===== config.mk =====
export PLATFORM = sky130hd
export DESIGN_NAME = pipe_stage_reg
export DESIGN_NICKNAME = d
export VERILOG_FILES = /design/src/rtl/pipe_pkg.sv /design/src/rtl/pipe_skid_entry.sv /design/src/rtl/pipe_stage_reg.sv
export SDC_FILE = /design/constraint.sdc
export NUM_CORES = 1
export LEC_CHECK = 0
export CORE_MARGIN = 2
export CORE_UTILIZATION = 55
export DETAILED_ROUTE_END_ITERATION = 12
export GPL_TIMING_DRIVEN = 0
export HOLD_SLACK_MARGIN = 0.1
export PLACE_DENSITY_LB_ADDON = 0.1
export SLEW_MARGIN = 20
export SYNTH_ARGS = -nofsm -noshare
export SYNTH_HDL_FRONTEND = slang
export SYNTH_SLANG_ARGS = --single-unit

===== constraint.sdc =====
create_clock -name clk -period 4.4 [get_ports clk]
set_clock_uncertainty 0.1 [all_clocks]
set_input_delay 0.88 -clock clk [delete_from_list [all_inputs] [get_ports clk]]
set_output_delay 0.88 -clock clk [all_outputs]
set_load 0.1 [all_outputs]

===== src/rtl/pipe_pkg.sv =====
// pipe_pkg: shared stage-state encoding, default bubble instruction and payload type for pipeline stages
package pipe_pkg;
    typedef enum logic [1:0] {ST_EMPTY, ST_FULL, ST_SKID} stageState_t;
    localparam logic [31:0] DEFAULT_NOP_INSTR = 32'h0000_0013;
    typedef struct packed {
        logic [31:0] pc;
        logic [31:0] instr;
    } payload_t;
endpackage


===== src/rtl/pipe_skid_entry.sv =====
// pipe_skid_entry: single valid+payload register with load/clear controls; clear wins over load
module pipe_skid_entry #(
    parameter int W = 64,
    parameter logic [W-1:0] RESET_VAL = '0
) (
    input  logic         clk,
    input  logic         rst_n,
    input  logic         load,
    input  logic         clear,
    input  logic [W-1:0] d,
    output logic         valid,
    output logic [W-1:0] q
);
    always_ff @(posedge clk or negedge rst_n)
        if (!rst_n) begin
            valid <= 1'b0;
            q     <= RESET_VAL;
        end else if (clear) begin
            valid <= 1'b0;
        end else if (load) begin
            valid <= 1'b1;
            q     <= d;
        end
endmodule


===== src/rtl/pipe_stage_reg.sv =====
// pipe_stage_reg: handshaked PC+instruction stage register with 2-entry skid buffer and synchronous flush.
// Optional PIPE_STAGE_STATS_EN adds saturating stall_cnt / flush_cnt outputs.
module pipe_stage_reg
    import pipe_pkg::*;
#(
    parameter int PC_W = 32,
    parameter int INSTR_W = 32,
    parameter logic [PC_W-1:0] RESET_PC = '0,
    parameter logic [INSTR_W-1:0] NOP_INSTR = INSTR_W'(DEFAULT_NOP_INSTR)
) (
    input  logic               clk,
    input  logic               rst_n,
    input  logic               flush,
    input  logic               in_valid,
    output logic               in_ready,
    input  logic [PC_W-1:0]    in_pc,
    input  logic [INSTR_W-1:0] in_instr,
    output logic               out_valid,
    input  logic               out_ready,
    output logic [PC_W-1:0]    out_pc,
`ifdef PIPE_STAGE_STATS_EN
    output logic [31:0]        stall_cnt,
    output logic [15:0]        flush_cnt,
`endif
    output logic [INSTR_W-1:0] out_instr
);
    localparam int W = PC_W + INSTR_W;
    stageState_t state, nextState;
    logic mainLoad, mainClear, skidLoad, skidClear, mainSel;
    logic mainValid, skidValid;
    logic [W-1:0] mainQ, skidQ;
    always_ff @(posedge clk or negedge rst_n)
        if (!rst_n) state <= ST_EMPTY;
        else        state <= nextState;
    always_comb begin
        nextState = state;
        mainLoad  = 1'b0;
        mainClear = 1'b0;
        skidLoad  = 1'b0;
        skidClear = 1'b0;
        mainSel   = 1'b0;
        if (flush) begin
            nextState = ST_EMPTY;
            mainClear = 1'b1;
            skidClear = 1'b1;
        end else begin
            unique case (state)
                ST_EMPTY: if (in_valid) begin
                    mainLoad  = 1'b1;
                    nextState = ST_FULL;
                end
                ST_FULL: if (out_ready && in_valid) begin
                    mainLoad = 1'b1;
                end else if (out_ready) begin
                    mainClear = 1'b1;
                    nextState = ST_EMPTY;
                end else if (in_valid) begin
                    skidLoad  = 1'b1;
                    nextState = ST_SKID;
                end
                ST_SKID: if (out_ready) begin
                    mainLoad  = 1'b1;
                    mainSel   = 1'b1;
                    skidClear = 1'b1;
                    nextState = ST_FULL;
                end
                default: nextState = ST_EMPTY;
            endcase
        end
    end
    pipe_skid_entry #(.W(W), .RESET_VAL({RESET_PC, NOP_INSTR})) mainEntry (
        .clk(clk), .rst_n(rst_n), .load(mainLoad), .clear(mainClear),
        .d(mainSel ? skidQ : {in_pc, in_instr}), .valid(mainValid), .q(mainQ)
    );
    pipe_skid_entry #(.W(W)) skidEntry (
        .clk(clk), .rst_n(rst_n), .load(skidLoad), .clear(skidClear),
        .d({in_pc, in_instr}), .valid(skidValid), .q(skidQ)
    );
    // in_ready comes straight off the skid valid flop, so it has no combinational input path
    assign in_ready  = !skidValid;
    assign out_valid = mainValid;
    assign out_pc    = mainQ[W-1:INSTR_W];
    assign out_instr = mainValid ? mainQ[INSTR_W-1:0] : NOP_INSTR;
`ifdef PIPE_STAGE_STATS_EN
    always_ff @(posedge clk or negedge rst_n)
        if (!rst_n) begin
            stall_cnt <= '0;
            flush_cnt <= '0;
        end else begin
            if (out_valid && !out_ready && !(&stall_cnt)) stall_cnt <= stall_cnt + 32'd1;
            if (flush && out_valid && !(&flush_cnt))      flush_cnt <= flush_cnt + 16'd1;
        end
`endif
endmodule


## Word-level counts from Yosys, hierarchy flattened

Index checks and enable logic that the tools add are counted.

- Eq/ne operators: 6
- Bitwise operators: 2
- Reduce and logical (&&, ||, !) cells: 8
- Mux-type cells: 28

Operators with widths:

| operator | number |
|---|---|
| $mux 64 | 1 |
| $mux 32 | 1 |
| $mux 1 | 18 |
| $mux 2 | 6 |
| $ne 3x3->1 const B | 3 |
| $pmux 2 s3 | 1 |
| $ne 4x4->1 const B | 1 |
| $reduce_and 2->1 | 2 |
| $reduce_and 4->1 | 1 |
| $reduce_bool 2->1 | 2 |
| $pmux 1 s3 | 1 |
| $eq 2x1->1 const B | 1 |
| $eq 2x2->1 const B | 1 |
| $logic_not 2->1 | 1 |
| $not 1->1 | 2 |
| $logic_and 1x1->1 | 1 |
| $logic_not 1->1 | 1 |

- Input bits: 69
- Output and inout port bits: 66
- Flip-flop bits (word level): 132
- Word-level logic and storage cells: 49

## Depth between registers and ports, before layout

Gate-level depths: netlist (run 1).

- Depth in word-level cells: 7
- Gate-level depth with buffers: 6
- Mapped depth without buffers: 3

## By module

From an unflattened synthesis (run 1), not the netlist that was laid out.

- Cells, all modules: 402
- Area, all modules: 6,648.9 µm²

By module, submodules not included:

| module | area each (µm²) | seq. area each (µm²) | cells an instance | instances |
|---|---|---|---|---|
| pipe_skid_entry at mainEntry | 2,737.6 | 1,630.3 | 139 | 1 |
| pipe_skid_entry at skidEntry | 2,733.9 | 1,626.6 | 139 | 1 |
| pipe_stage_reg | 1,177.4 | 50.0 | 124 | 1 |

## Least setup slack after synthesis (run 1)

No wires, ideal clock.

- Path type: register -> output
- Start: register mainEntry.valid
- End: output out_instr[10]
- Setup slack: 1,398 ps
- Arrival: 2,022 ps
- Buffers on the path: 1
- Data required time: 3,420 ps
- Stages on the path, launching flop included: 3
- Path through: dfrtp_1 -> clkbuf_1 -> and2_1

- Cells in the longest elaborated chain, start to end: 1

RTL lines:

| element | RTL line | RTL |
|---|---|---|
| start: declaration | pipe_skid_entry.sv:11 | `output logic valid,` |
| start signal: assignment | pipe_skid_entry.sv:16 | `valid <= 1'b0;` |
| start signal: assignment | pipe_skid_entry.sv:19 | `valid <= 1'b0;` |
| start signal: assignment | pipe_skid_entry.sv:21 | `valid <= 1'b1;` |
| $mux 32 | pipe_stage_reg.sv:83 | `assign out_instr = mainValid ? mainQ[INSTR_W-1:0] : NOP_INSTR;` |
| end: declaration | pipe_stage_reg.sv:25 | `output logic [INSTR_W-1:0] out_instr` |

Every way passes these cells.

## Final worst setup path (run 1)

- Start: register mainEntry.valid
- End: output out_instr[31]

Same word-level chain as after synthesis.

==> key figures, run 1 <==
Pwr
  • Switching Share: 34.59%
  • Gate power share: 32.3%
  • P_sw: 1.519 mW
  • Clock Power Share: 30.3%
  • Power, Total: 4.391 mW
  • Cell Pwr Density: 526.7 nW/um^2
  • Max VDD drop: 0.3546 mV
  • Leakage Power: 3.543 nW
  • Sequential Power Share: 37.4%
  • Cell internal pwr: 2.872 mW

GRT
  • Global-route wire length before repair: 20530 um
  • Largest net degree at the start of global routing: 80
  • GRT Overall Usage: 21.16%
  • Grt ovf: 0
  • Initial antenna violation count: 0
  • Vias in the first global route: 4191

Critical path
  • Critical Path End: out_instr[31]
  • Critical Path Sink Type: output port
  • RR Startpoint: state[0]$_DFFE_PN0P_
  • Reg2Reg Setup Slack: 2.14 ns
  • Startpoint types: flop
  • Max FO, Critical Path: 10
  • Crit Path Category: reg2out
  • Crit path required time: 3.42 ns
  • Crit Reg-Reg Endpoint: mainEntry.q[46]$_DFFE_PN0P_
  • Reg2Reg Depth: 6
  • Critical Path Source: mainEntry.valid$_DFFE_PN0P_
  • Worst EP arrival: 2.65 ns

STA
  • Final hold slack: 0.3241 ns
  • Final min period: 3.632 ns
  • # setup viols final: 0
  • Fin crit share: 82.56%
  • Relative slew slack: 32.34%
  • Setup TNS: 0 ns
  • Slew Viols, Final: 0
  • Worst-Margin Slew: 1.012 ns
  • RSZ-0062 raised after global routing: no
  • FMAX: 275.3 MHz
  • Final setup margin: 0.7675 ns
  • Final Hold Viols: 0

Clock tree
  • CTS HTree Levels: 4
  • TritonCTS clock tree: built
  • Reg clk slew, reported paths: 0.06 ns
  • Clock buffer count from CTS: 17
  • Worst-skew pair later-pin latency: 0.41 ns
  • Max clock buf depth: 2
  • Post-CTS setup buffers: 0
  • CTS Sinks: 132
  • Hold Buf Count CTS: 0
  • Clk root buf: clkbuf_16
  • Post_cts resized: 0

Finish
  • Area growth, synth to finish: 33.74%
  • Number of fill cells: 711
  • Ant. Diodes: 0
  • NumNets Final: 659
  • Commonest non-fill, non-tap cell in the layout: mux2_2
  • Layout cells sized above 1: 46.51%
  • Commonest non-fill, non-tap cells in the layout: mux2_2 (189), clkdlybuf4s50_1 (132), dfrtp_1 (129)
  • Storage cell area: 3307 um^2
  • Multi-input gate area: 2521 um^2
  • Fin util: 76.24%

Outcome
  • Status: complete, no violations

Floorplan
  • Die X: 110.5 um
  • Die ar.: 12200 um^2
  • Initial Utilization: 57.00%
  • # IOs: 135
  • DIE HEIGHT: 110.5 um
  • Site Rows: 38
  • Core area: 10940 um^2

Detailed routing
  • Detail-routed via count per cell: 5.193
  • Drt pass-1 iters: 5
  • DR WL/cell: 16.69 um
  • Initial DRC count: 155
  • Via Count: 3853
  • Residual DRC: 0
  • DRT Wirelength: 12390 um
  • Met3 routed WL: 659 um
  • M1 WL: 5180 um
  • Routed Antenna Nets: 0
  • Top Layer Used: met4
  • Met2 wire length: 6383 um

Logic synthesis
  • Syn_area_per_cell: 14.26 um^2
  • Syn nets: 506
  • Synth cell types: 25
  • Synth warnings: 0
  • Post-Synthesis Cells: 437
  • Syn Std Cell Area: 6233 um^2
  • FF+latch count, synth: 132
  • Register area share after synthesis: 53.05%

Job
  • MaxCap Viol Count: 0

Placed design
  • Dpl ws: 1.130 ns
  • Final GP Congestion: 0.7434
  • Buffers on Ports: 133
  • Hpwl dp: 8560 um

Worst hold path
  • Hold Path Class: in2async
==> area by class of cell <==
cell class	count	share of cell area (%)
Buffer	57	4.818
Timing Repair Buffer	134	16.36
Inverter	1	0.04502
Multi-Input combinational cell	247	30.24
Tap cell	140	2.101
Clock buffer	23	5.853
Clock inverter	8	0.9155
Sequential cell	132	39.67
==> sequential cells by signal, indices dropped and copies added, names as in the netlist <==
register,cells
mainEntry.valid,1
state,2
skidEntry.valid,1
mainEntry.q,64
skidEntry.q,64
==> synth_stat cells <==
library cell | number | area share (%)
mux2_2 | 189 | 34
dfrtp_1 | 129 | 52
buf_4 | 33 | 4.0
and2_1 | 29 | 2.9
buf_2 | 15 | 1.2
buf_6 | 6 | 1.1
nand2b_1 | 4 | 0.40
a21oi_1 | 3 | 0.24
clkbuf_1 | 3 | 0.18
dfstp_2 | 3 | 1.3
mux2_1 | 3 | 0.54
nand2_1 | 3 | 0.18
nor2_1 | 3 | 0.18
mux2i_1 | 2 | 0.32
nor4bb_1 | 2 | 0.32
a211oi_4 | 1 | 0.32
inv_1 | 1 | 0.060
nand3_1 | 1 | 0.080
nor2b_1 | 1 | 0.10
nor3_1 | 1 | 0.080
nor3b_1 | 1 | 0.12
o21a_1 | 1 | 0.12
o21ai_0 | 1 | 0.080
o21ba_2 | 1 | 0.16
or3b_2 | 1 | 0.14
==> metal layers <==
| metal | vias to the layer above | global-route usage, % |
|---|---|---|
| li1 | 1805 | - |
| met1 | 1935 | 25.66 |
| met2 | 100 | 35.83 |
| met3 | 13 | 6.861 |
| met4 | 0 | 7.000 |
| met5 | - | 0 |
==> kinds of logic (layout without fill, tap and decap cells) <==
group,Yosys count,in the layout,share of synthesized area [%]
flip-flops,132,132,53.05
multiplexers,194,194,35.01
buffers and inverters,58,223,6.503
AO/OA/AOI/OAI,7,7,0.9232
AND/OR/NAND/NOR,46,46,4.516
==> through the flow <==
| step | cell area, um^2 | cells |
|---|---|---|
| floorplan | 6233 | 437 |
| global placement | 7740 | 710 |
| detailed placement | 7772 | 711 |
| CTS | 8337 | 742 |
| global route | 8337 | 742 |
| finish | 8337 | 742 |
==> power by group through the flow <==
stage                     Combinational, mW  Sequential (mW)  Clock (mW)
after floorplan                        1.10             1.62           0
after global routing                   1.48             1.67        1.42
after detailed placement               1.43             1.66           0
after CTS                              1.44             1.64        1.36
final                                  1.42             1.64        1.33
after global placement                 1.40             1.63           0
==> critical path, cell delays in order (launching register included) <==
cell and delay (ns):
dfrtp_1 0.52, clkbuf_1 0.37, and2_1 0.20, clkdlybuf4s50_1 1.16
==> worst min path at each step <==
stage	slack [ns]	depth (start not counted)	end	startpoint
after CTS	0.36	1	skidEntry.q[51]$_DFFE_PN0P_	rst_n
after global placement	0.36	1	mainEntry.q[8]$_DFFE_PN0P_	mainEntry.q[8]$_DFFE_PN0P_
after floorplan	0.35	1	mainEntry.q[8]$_DFFE_PN0P_	mainEntry.q[8]$_DFFE_PN0P_
after global routing	0.37	1	skidEntry.q[46]$_DFFE_PN0P_	rst_n
final	0.32	1	skidEntry.q[46]$_DFFE_PN0P_	rst_n
after detailed placement	0.37	1	mainEntry.q[8]$_DFFE_PN0P_	mainEntry.q[8]$_DFFE_PN0P_
No activity file was read; power rests on OpenSTA's default activity.
==> run 2, diff against run 1 <==
--- a/config.mk
+++ b/config.mk
@@ -6,7 +6,7 @@
 export NUM_CORES = 1
 export LEC_CHECK = 0
 export CORE_MARGIN = 2
-export CORE_UTILIZATION = 55
+export CORE_UTILIZATION = 51
 export DETAILED_ROUTE_END_ITERATION = 12
 export GPL_TIMING_DRIVEN = 0
 export HOLD_SLACK_MARGIN = 0.1
==> constraint.sdc (replaced) <==
create_clock -name clk -period 3.7 [get_ports clk]
set_clock_uncertainty 0.1 [all_clocks]
set_input_delay 0.74 -clock clk [delete_from_list [all_inputs] [get_ports clk]]
set_output_delay 0.74 -clock clk [all_outputs]
set_load 0.1 [all_outputs]
==> run 2 against run 1 <==
  * Hold slack worse by 0.22 ns
  * Sequential share of layout area about the same
  * Sequential cell count unchanged
  * Largest cell class unchanged
  * Combinational power rose by 18%
  * Global-route usage shrank 1.3 points
  * Die area up 7.6%
  * Clock power grew 17%
  * Wire length fell by 1.6%
  * Via count shrank 1.1%
  * Count of clock-buffer cells in the layout grew 2
  * Critical endpoint is now out_instr[2]
  * First-iteration DRC count decreased by 19%
  * Register-to-register slack got worse by 0.74 ns
==> key figures, run 2 (synthesized netlist as in run 1, its figures left out) <==
Outcome
  • Status: complete, no violations (unchanged)

Critical path
  • Critical Path Sink Type: output port (unchanged)
  • Crit path required time: 2.86 ns (was 3.42 ns)
  • Reg2Reg Depth: 6 (unchanged)
  • Startpoint types: flop (unchanged)
  • RR Startpoint: state[0]$_DFFE_PN0P_ (unchanged)
  • Worst EP arrival: 2.67 ns (was 2.65 ns)
  • Crit Path Category: reg2out (unchanged)
  • Reg2Reg Setup Slack: 1.40 ns (was 2.14 ns)
  • Crit Reg-Reg Endpoint: mainEntry.q[46]$_DFFE_PN0P_ (unchanged)
  • Max FO, Critical Path: 10 (unchanged)

Finish
  • Commonest non-fill, non-tap cell in the layout: mux2_2 (unchanged)
  • Layout cells sized above 1: 46.09% (was 46.51%)
  • Area growth, synth to finish: 33.58% (was 33.74%)
  • Fin util: 69.61% (was 76.24%)
  • Commonest non-fill, non-tap cells in the layout: mux2_2 (189), clkdlybuf4s50_1 (132), dfrtp_1 (129) (unchanged)
  • Design area: 8327 um^2 (was 8337 um^2)
  • Ant. Diodes: 0 (unchanged)
  • NumNets Final: 659 (unchanged)
  • Largest regs: mainEntry.q (64), skidEntry.q (64), state (2) (unchanged)

STA
  • Worst-Margin Slew: 1.006 ns (was 1.012 ns)
  • Slew Viols, Final: 0 (unchanged)
  • Relative slew slack: 32.69% (was 32.34%)
  • FMAX: 285.0 MHz
  • Final Hold Viols: 0 (unchanged)
  • Fin crit share: 94.82%
  • Final setup margin: 0.1918 ns (was 0.7675 ns)
  • # setup viols final: 0 (unchanged)
  • Final min period: 3.508 ns
  • RSZ-0062 raised after global routing: no (unchanged)

Placed design
  • Final GP Congestion: 0.7076 (was 0.7434)
  • Hpwl dp: 8288 um (was 8560 um)
  • Buffers on Ports: 133 (unchanged)
  • Dpl ws: 0.5908 ns (was 1.130 ns)
  • Area after DPL: 7781 um^2 (was 7772 um^2)

Detailed routing
  • Detail-routed via count per cell: 5.095 (was 5.193)
  • DR WL/cell: 16.30 um (was 16.69 um)
  • Residual DRC: 0 (unchanged)
  • Routed Antenna Nets: 0 (unchanged)
  • Via Count: 3811 (was 3853)
  • DRT Wirelength: 12190 um (was 12390 um)
  • Drt pass-1 iters: 4 (was 5)
  • Initial DRC count: 125 (was 155)

Pwr
  • P_sw: 1.776 mW (was 1.519 mW)
  • Cell Pwr Density: 622.7 nW/um^2 (was 526.7 nW/um^2)
  • Sequential Power Share: 37.5% (was 37.4%)
  • Power, Total: 5.185 mW (was 4.391 mW)
  • Cell internal pwr: 3.409 mW (was 2.872 mW)
  • Max VDD drop: 0.3608 mV (was 0.3546 mV)
  • Gate power share: 32.4% (was 32.3%)
  • Clock Power Share: 30.0% (was 30.3%)
  • Leakage Power: 3.545 nW (was 3.543 nW)
  • Switching Share: 34.25% (was 34.59%)

Floorplan
  • DIE HEIGHT: 114.6 um (was 110.5 um)
  • # IOs: 135 (unchanged)
  • Site Rows: 40 (was 38)
  • Core area: 11960 um^2 (was 10940 um^2)
  • Die ar.: 13120 um^2 (was 12200 um^2)
  • Initial Utilization: 52.11% (was 57.00%)
  • Die X: 114.6 um (was 110.5 um)

GRT
  • Largest net degree at the start of global routing: 91 (was 80)
  • Grt ovf: 0 (unchanged)
  • GRT Overall Usage: 19.84% (was 21.16%)
  • Global-route wire length before repair: 19900 um (was 20530 um)
  • Vias in the first global route: 4090 (was 4191)
  • Initial antenna violation count: 0 (unchanged)

Worst hold path
  • Hold Path Class: in2async (unchanged)

Clock tree
  • Hold Buf Count CTS: 0 (unchanged)
  • Clock buffer count from CTS: 17 (unchanged)
  • Clk root buf: clkbuf_16 (unchanged)
  • CTS HTree Levels: 4 (unchanged)
  • CTS Sinks: 132 (unchanged)
  • TritonCTS clock tree: built (unchanged)
  • Max clock buf depth: 2 (unchanged)
  • Post_cts resized: 0 (unchanged)
  • Worst-skew pair later-pin latency: 0.41 ns (about the same)
  • Post-CTS setup buffers: 0 (unchanged)
  • Reg clk slew, reported paths: 0.05 ns (was 0.06 ns)

Job
  • MaxCap Viol Count: 0 (unchanged)
[run 2: cell count changes in the layout (fill, tap and decap cells not counted), sizes merged]
cell / delta
clkbuf: +2
clkinvlp: -3
[run 2: power by group through the flow]
| stage | Combinational, mW | Sequential [mW] | Clock (mW) |
|---|---|---|---|
| CTS | 1.70 | 1.95 | 1.58 |
| global route | 1.76 | 1.99 | 1.64 |
| detailed placement | 1.69 | 1.97 | 0 |
| floorplan | 1.31 | 1.92 | 0 |
| finish | 1.68 | 1.95 | 1.56 |
| global placement | 1.66 | 1.94 | 0 |
[run 2: worst max-delay path by stage]
stage / start / endpoint / slack [ns] / depth (start not counted)
after floorplan: mainEntry.valid$_DFFE_PN0P_ / out_instr[10] / 0.84 / 2
after global placement: rst_n / mainEntry.q[29]$_DFFE_PN0P_ / -3.47 / 1
after detailed placement: flush / mainEntry.q[46]$_DFFE_PN0P_ / 0.59 / 6
after CTS: mainEntry.valid$_DFFE_PN0P_ / out_instr[2] / 0.14 / 3
after global routing: mainEntry.valid$_DFFE_PN0P_ / out_instr[31] / 0.07 / 3
final: mainEntry.valid$_DFFE_PN0P_ / out_instr[2] / 0.19 / 3
[run 2: metal layers]
layer | track usage, % | share of wire, %
met1 | 25.28 | 45
met2 | 32.03 | 48
met3 | 5.717 | 5.5
met4 | 7.886 | 1.8
met5 | 0 | 0
[run 2: worst max-delay path, stage by stage, from the launching register on]
cell	delay, ns
dfrtp_1	0.53
clkbuf_1	0.36
and2_1	0.22
clkdlybuf4s50_1	1.14
[run 2: through the flow]
step           TNS, ns  hold slack (ns)  cells
2_1_floorplan        0           0.3444    437
3_3_place_gp   -450.94           0.3676    717
3_5_place_dp         0           0.3857    718
4_1_cts              0           0.1134    748
5_1_grt              0           0.1254    748
6_report             0           0.1057    748
[run 2: cell type report]
class	instances	area [um^2]
buffer	57	401.6
clock buffer	25	495.5
clock inverter	5	50.05
fill	880	3635
inverter	1	3.754
multi-input combinational	247	2521
sequential	132	3307
tap	147	183.9
timing repair buffer	134	1364
